**src/rtl/sr_pulse_pkg.sv**
```systemverilog
// rtl/sr_pulse_pkg.sv - shared states and constants for the SR latch pulse debouncer
package sr_pulse_pkg;

    typedef enum logic [1:0] {
        IDLE,
        PULSE_S,
        PULSE_R,
        GAP
    } state_t;

    localparam int DEF_DEBOUNCE_CYCLES = 4;
    localparam int DEF_PULSE_CYCLES    = 2;
    localparam int DEF_CNT_W           = 8;

    // Released level of every active-low signal in this block
    localparam logic INACTIVE = 1'b1;

endpackage

```
**src/rtl/sr_pulse_debouncer_debounce_cell.sv**
```systemverilog
// rtl/sr_pulse_debouncer_debounce_cell.sv - two-flop synchronizer, debounce counter and press strobe
module debounce_cell
    import sr_pulse_pkg::*;
#(
    parameter int DEBOUNCE_CYCLES = DEF_DEBOUNCE_CYCLES,
    parameter int CNT_W           = DEF_CNT_W
) (
    input  logic clk,
    input  logic reset,
    input  logic raw_n,
    output logic fall
);

    localparam logic [CNT_W-1:0] LAST = CNT_W'(DEBOUNCE_CYCLES - 1);

    logic             s1;
    logic             s2;
    logic             deb;
    logic [CNT_W-1:0] cnt;

    always_ff @(posedge clk) begin
        if (reset) begin
            s1   <= INACTIVE;
            s2   <= INACTIVE;
            deb  <= INACTIVE;
            cnt  <= '0;
            fall <= 1'b0;
        end else begin
            s1   <= raw_n;
            s2   <= s1;
            fall <= 1'b0;
            // Any cycle that agrees with the debounced level restarts the count
            if (s2 == deb) begin
                cnt <= '0;
            end else if (cnt == LAST) begin
                deb  <= s2;
                cnt  <= '0;
                fall <= ~s2;
            end else begin
                cnt <= cnt + 1'b1;
            end
        end
    end

endmodule

```
**src/rtl/sr_pulse_debouncer.sv**
```systemverilog
// rtl/sr_pulse_debouncer.sv - debounced presses to non-overlapping Sbar/Rbar pulses for a NAND latch
module sr_pulse_debouncer
    import sr_pulse_pkg::*;
#(
    parameter int DEBOUNCE_CYCLES = DEF_DEBOUNCE_CYCLES,
    parameter int PULSE_CYCLES    = DEF_PULSE_CYCLES,
    parameter int CNT_W           = DEF_CNT_W
) (
    input  logic clk,
    input  logic reset,
    input  logic set_n_raw,
    input  logic clr_n_raw,
    output logic Sbar,
    output logic Rbar,
    output logic busy,
    output logic conflict
);

    localparam logic [CNT_W-1:0] PULSE_LAST = CNT_W'(PULSE_CYCLES - 1);

    logic             set_fall;
    logic             clr_fall;
    logic             req_s;
    logic             req_r;
    state_t           state;
    state_t           state_nx;
    logic             sbar_nx;
    logic             rbar_nx;
    logic             conflict_nx;
    logic             pend_s;
    logic             pend_r;
    logic             pend_s_nx;
    logic             pend_r_nx;
    logic [CNT_W-1:0] pcnt;
    logic [CNT_W-1:0] pcnt_nx;

    debounce_cell #(.DEBOUNCE_CYCLES(DEBOUNCE_CYCLES), .CNT_W(CNT_W)) u_set_cell (
        .clk   (clk),
        .reset (reset),
        .raw_n (set_n_raw),
        .fall  (set_fall)
    );

    debounce_cell #(.DEBOUNCE_CYCLES(DEBOUNCE_CYCLES), .CNT_W(CNT_W)) u_clr_cell (
        .clk   (clk),
        .reset (reset),
        .raw_n (clr_n_raw),
        .fall  (clr_fall)
    );

    assign req_s = set_fall | pend_s;
    assign req_r = clr_fall | pend_r;

    always_ff @(posedge clk) begin
        if (reset) begin
            state    <= IDLE;
            Sbar     <= INACTIVE;
            Rbar     <= INACTIVE;
            conflict <= 1'b0;
            pend_s   <= 1'b0;
            pend_r   <= 1'b0;
            pcnt     <= '0;
        end else begin
            state    <= state_nx;
            Sbar     <= sbar_nx;
            Rbar     <= rbar_nx;
            conflict <= conflict_nx;
            pend_s   <= pend_s_nx;
            pend_r   <= pend_r_nx;
            pcnt     <= pcnt_nx;
        end
    end

    always_comb begin
        state_nx    = state;
        sbar_nx     = Sbar;
        rbar_nx     = Rbar;
        conflict_nx = 1'b0;
        pend_s_nx   = pend_s;
        pend_r_nx   = pend_r;
        pcnt_nx     = pcnt;
        case (state)
            IDLE: begin
                // Both sides asking at once would drive the latch into its forbidden state
                if (req_s && req_r) begin
                    conflict_nx = 1'b1;
                    pend_s_nx   = 1'b0;
                    pend_r_nx   = 1'b0;
                end else if (req_s) begin
                    state_nx  = PULSE_S;
                    sbar_nx   = ~INACTIVE;
                    pcnt_nx   = PULSE_LAST;
                    pend_s_nx = 1'b0;
                end else if (req_r) begin
                    state_nx  = PULSE_R;
                    rbar_nx   = ~INACTIVE;
                    pcnt_nx   = PULSE_LAST;
                    pend_r_nx = 1'b0;
                end
            end
            PULSE_S, PULSE_R: begin
                pend_s_nx = pend_s | set_fall;
                pend_r_nx = pend_r | clr_fall;
                if (pcnt == '0) begin
                    sbar_nx  = INACTIVE;
                    rbar_nx  = INACTIVE;
                    state_nx = GAP;
                end else begin
                    pcnt_nx = pcnt - 1'b1;
                end
            end
            GAP: begin
                pend_s_nx = pend_s | set_fall;
                pend_r_nx = pend_r | clr_fall;
                state_nx  = IDLE;
            end
            default: state_nx = IDLE;
        endcase
    end

    assign busy = (state != IDLE);

endmodule

```
**config.mk**
```make
export PLATFORM = sky130hd
export DESIGN_NAME = sr_pulse_debouncer
export DESIGN_NICKNAME = d
export VERILOG_FILES = /design/src/rtl/sr_pulse_pkg.sv /design/src/rtl/sr_pulse_debouncer_debounce_cell.sv /design/src/rtl/sr_pulse_debouncer.sv
export SDC_FILE = /design/constraint.sdc
export NUM_CORES = 1
export LEC_CHECK = 0
export ABC_AREA = 1
export CAP_MARGIN = 0
export CORE_MARGIN = 4
export CORE_UTILIZATION = 60
export DETAILED_ROUTE_END_ITERATION = 12
export GPL_TIMING_DRIVEN = 0
export PLACE_DENSITY = 0.82
export SLEW_MARGIN = 5
export SYNTH_ARGS = -nofsm -noshare
export SYNTH_HDL_FRONTEND = slang
export SYNTH_SLANG_ARGS = --single-unit
```
**constraint.sdc**
```tcl
create_clock -name clk -period 2.35 [get_ports clk]
set_input_delay 0.47 -clock clk [delete_from_list [all_inputs] [get_ports clk]]
set_output_delay 0.47 -clock clk [all_outputs]
set_load 0.02 [all_outputs]
```
Word level (Yosys, flattened, before mapping)
Cells that the tools add are included.

Bits in registers: 39. Logic and storage cells: 88.

Add/subtract/negate cells: 3. Equal/unequal tests: 17. Multiplexer cells: 23. Bitwise gates (word level): 9. Reductions and logical operators: 19.

Operator list (number): $mux 8 (4); $add 8x1->8 const B (2); $eq 8x2->1 const B (2); $pmux 8 s2 (1); $reduce_or 3->1 (5); $ne 2x2->1 const B (6); $ne 3x3->1 const B (4); $mux 1 (9); $logic_not 8->1 (1); $mux 2 (4); $pmux 1 s2 (4); $reduce_and 4->1 (2); $sub 8x1->8 const B (1); $not 1->1 (7); $pmux 2 s3 (1); $reduce_and 2->1 (3); $reduce_and 5->1 (1); $eq 2x2->1 const B (2); $reduce_bool 2->1 (2); $reduce_or 2->1 (2); $reduce_and 3->1 (1); $eq 1x1->1 (2); $eq 2x1->1 const B (1); $logic_not 2->1 (1); 2 further kinds (3).

Logic depth before layout (Yosys ltp)
Word-level depth: 5. Depth in mapped cells: 10. Mapped depth without buffers: 10.

Modules after synthesis
A second synthesis with hierarchy kept.

Cells, all modules: 291. Area, all modules: 2020.7 sq um.

Modules (own cells, without submodules): debounce_cell (instances 2, cells each 83, area an instance 590.6 sq um, sequential area each 240.2 sq um); sr_pulse_debouncer (instances 1, cells each 125, area an instance 839.6 sq um, sequential area each 300.3 sq um).

Worst setup path after synthesis
Ideal clock, no wire load.

Path kind: register to register. From: register state[0]. To: register pcnt[4]. Library setup time: 0.069 ns. Arrival: 1.351 ns. Path slack: 0.930 ns. Cell stages (with the launch flop): 9. Path buffers: 0. Clock period less this slack: 1.420 ns. Cell sequence: dfxtp_1 > inv_1 > ha_1 > inv_1 > nand2_1 > nand2_1 > nor2_2 > nand2_1 > a21oi_2.

Word-level cells in the longest chain between the ends: 4. Elaborated cells between the ends (all ways): 10. Those cells by class: eq/ne: 5; mux: 1; reduce/logical: 4.

Ends and longest elaborated chain: from (decl) (RTL line sr_pulse_debouncer.sv:25) `state_t state;`; from (signal assigned) (RTL line sr_pulse_debouncer.sv:64) `state <= state_nx;`; $eq 2x1->1 / $eq 2x2->1 (equally long branches) (RTL line sr_pulse_debouncer.sv:82) `case (state)`; $reduce_or 2->1 (RTL line sr_pulse_debouncer.sv:82); $ne 2x2->1 (no source line) / $reduce_bool 2->1 (equally long branches); $reduce_and 4->1 (no source line); to (signal assigned) (RTL line sr_pulse_debouncer.sv:70) `pcnt <= pcnt_nx;`; to (decl) (RTL line sr_pulse_debouncer.sv:34) `logic [CNT_W-1:0] pcnt;`.

Several ways; a longest one is shown, not always the timed one. A chain may end at the register's enable or synchronous reset.

Final worst setup path
From: register state[0]. To: output busy.

Word-level cells in the longest chain between the ends: 1.

Ends and longest elaborated chain: $reduce_bool 2->1 (RTL line sr_pulse_debouncer.sv:121) `assign busy = (state != IDLE);`; to (decl) (RTL line sr_pulse_debouncer.sv:15) `output logic busy,`.

No other way between the ends.

==> results by group <==
Power
  • Internal: 1190 uW
  • Comb pwr share: 0.459
  • PwrDens: 1050 nW/um^2
  • Leakage Power: 0.000789 uW
  • Peak supply drop: 519 uV
  • Seq pwr share: 0.384
  • Clock power frac: 0.158
  • Net Sw Frac: 0.416
  • Net switching power: 844 uW

Cells and area
  • Syn-to-layout area delta: 8.44%
  • Final nets: 254
  • Fraction of layout instances using a drive strength above 1: 0.122
  • N_diodes: 0
  • Most frequent cells in the layout: nand2_1, dfxtp_1, nor2_1
  • Commonest non-fill, non-tap cell in the layout: nand2_1
  • Finished Cell Area: 1930 sq um

Timing
  • Fmax achieved: 453 MHz
  • RSZ-0062 raised after global routing: false
  • Slew HR: 0.641
  • Period utilization: 0.939
  • Final Slew Violations: 0
  • Final Hold Viols: 0
  • Slew @ Worst Pin: 0.538 ns
  • Sum of negative setup slack: 0 ns
  • Tmin final: 2.21 ns
  • Skew final: 0.0139 ns
  • Final setup fails: 0

Run
  • Max-cap violations: 0

Yosys
  • Syn avg cell area: 7.67 sq um
  • Distinct cells, synth: 28
  • Register area share after synthesis: 0.439
  • Syn Inst Count: 232
  • Syn Nets: 241
  • Yosys reg bits: 39
  • Mapped Area: 1780 sq um
  • Ys Warns: 0

Placement
  • DP Wirelength: 2130 microns
  • Port Buffers: 6
  • Placed inst area: 1880 sq um
  • GPL Wtd Cong: 0.789

Clocking
  • CTS tree: yes
  • Cts hold-fix bufs: 0
  • Total CTS buffers: 5
  • Clock-pin slew on the worst setup and hold paths: 0.11 ns
  • Clock Sinks: 39
  • Post-CTS Setup Repair Bufs: 0
  • Clock Latency Late Sink: 0.34 ns
  • Clock buffer depth: 2
  • Post-cts sizing count: 0
  • Clk root buf: clkbuf_4
  • H-Tree Depth: 2

Global route
  • Initial antenna violation count: 0
  • GRT Overall Usage: 0.175
  • Vias in the first global route: 1,369
  • Largest net degree at the start of global routing: 13
  • First-pass GRT wire length: 5580 microns
  • Grt total ovfl: 0

Run status
  • Run status: finished clean

Die
  • Core Footprint: 2810 sq um
  • Total Die Area: 3900 sq um
  • Die Span X: 62.5 microns
  • Die Span Y: 62.5 microns
  • Row count: 19
  • Initial Util: 0.634
  • Boundary Pins: 8

Setup path
  • Required time worst endpoint: 1.88 ns
  • Crit-path cells: inv_1 -> ha_1 -> inv_2 -> clkdlybuf4s50_1
  • Maximum fanout along the worst path: 5
  • Slowest stage delay, CP: 0.62 ns
  • CP Capture Type: primary output
  • CP top delay family: buffers and inverters
  • Setup Crit Path Kind: register to primary output
  • Crit path DAT: 1.74 ns
  • CP startpoint kind: register
  • Worst path bufs/invs: 3
  • Slowest cell on the critical path: clkdlybuf4s50_1

Routing
  • Via count: 1,438
  • Iter 0 DRT Violations: 78
  • # DRC: 0
  • WL/cell: 10.6 microns
  • Routed wire length: 2920 microns
  • Via/cell ratio: 5.21
  • Number of iterations in the first detailed-routing pass: 4
  • Routed Antenna Nets: 0

Hold path
  • Hold crit path type: register to register
## metal layers
metal,vias up,part of all wire,GRT usage
met2,24,0.44,0.281
met5,-,0,0
met4,0,0.023,0.0964
met1,630,0.50,0.206
li1,774,-,-
met3,10,0.040,0.0576
## power by group through the flow
stage	clock [uW]	combinational, uW	sequential [uW]
2_1_floorplan	0	732	799
3_3_place_gp	0	909	789
3_5_place_dp	0	926	793
4_1_cts	334	929	779
5_1_grt	365	1060	789
6_report	320	931	779
## worst reg2reg max path, cell delays in order (launching register included)
cell and delay, ns:
dfxtp_1 0.35, inv_1 0.05, ha_1 0.34, inv_1 0.16
nand2_1 0.23, nand2_1 0.10, nor2_2 0.21, nand2_1 0.10
a21oi_2 0.11
## final cells by class
type / instances / area (sq um)
sequential: 39 / 781
buffer: 2 / 7.51
tap: 31 / 38.8
clock buffer: 5 / 37.5
timing repair buffer: 6 / 60.1
inverter: 28 / 105
multi-input combinational: 163 / 886
clock inverter: 2 / 13.8
fill: 245 / 876
## cell usage after synthesis
cell type,n,area (sq um)
or2_2,5,31.3
clkbuf_1,1,3.75
inv_1,26,97.6
a21oi_1,11,55.1
nor3b_1,2,15.0
nor2_1,33,124
nand3b_1,2,15.0
nor2_4,2,22.5
nand2_1,43,161
nor3_1,9,45.0
nand2_2,3,18.8
ha_1,5,62.6
buf_1,1,3.75
nor2_2,4,25.0
o2111ai_1,1,8.76
inv_2,2,7.51
xor2_1,5,43.8
nand3_1,14,70.1
nand4_1,7,43.8
dfxtp_1,39,781
o21ai_0,5,25.0
o21bai_1,1,7.51
nand3_4,2,35.0
o211ai_1,1,7.51
xnor2_1,2,17.5
nand2_4,1,11.3
a21oi_2,4,35.0
o21ai_1,1,5.00
## worst paths after layout
kind,startpoint,to,slack (ns),cells past startpoint
worst max-delay path,state[0]$_SDFFE_PP0P_,busy,0.14,4
worst min register to register,u_clr_cell.s1$_SDFF_PP1_,u_clr_cell.s2$_SDFF_PP1_,0.42,1
worst max register to register,state[0]$_SDFFE_PP0P_,pcnt[6]$_SDFFE_PP0P_,0.65,8
worst min-delay path,u_clr_cell.s1$_SDFF_PP1_,u_clr_cell.s2$_SDFF_PP1_,0.42,1
## metrics by stage
| stage | total power [uW] | setup WS [ns] | hold WS (ns) | util | instances |
|---|---|---|---|---|---|
| floorplan | 1530 | 0.930 | 0.389 | - | 232 |
| global placement | 1700 | 0.525 | 0.391 | 0.669 | 269 |
| detailed placement | 1720 | 0.500 | 0.398 | 0.669 | 269 |
| CTS | 2040 | 0.116 | 0.428 | 0.688 | 276 |
| global route | 2220 | 0.0560 | 0.445 | 0.688 | 276 |
| finish | 2030 | 0.144 | 0.422 | 0.688 | 276 |
## sequential cells by signal, summed over array words and instances (netlist names)
name	flops
pend_r	1
pend_s	1
Rbar	1
u_clr_cell.s1	1
u_clr_cell.cnt	8
pcnt	8
u_set_cell.s2	1
Sbar	1
u_set_cell.deb	1
u_set_cell.cnt	8
state	2
u_set_cell.fall	1
u_set_cell.s1	1
u_clr_cell.s2	1
u_clr_cell.deb	1
conflict	1
u_clr_cell.fall	1
## logic make-up after synthesis
family	Yosys count	synth area share
xor+xnor	7	0.0345
fa+ha+maj	5	0.0352
compound gates	24	0.0809
buf+inv	30	0.0633
simple gates	127	0.347
flops	39	0.439
Note: power is estimated with default switching activity, not from simulation.
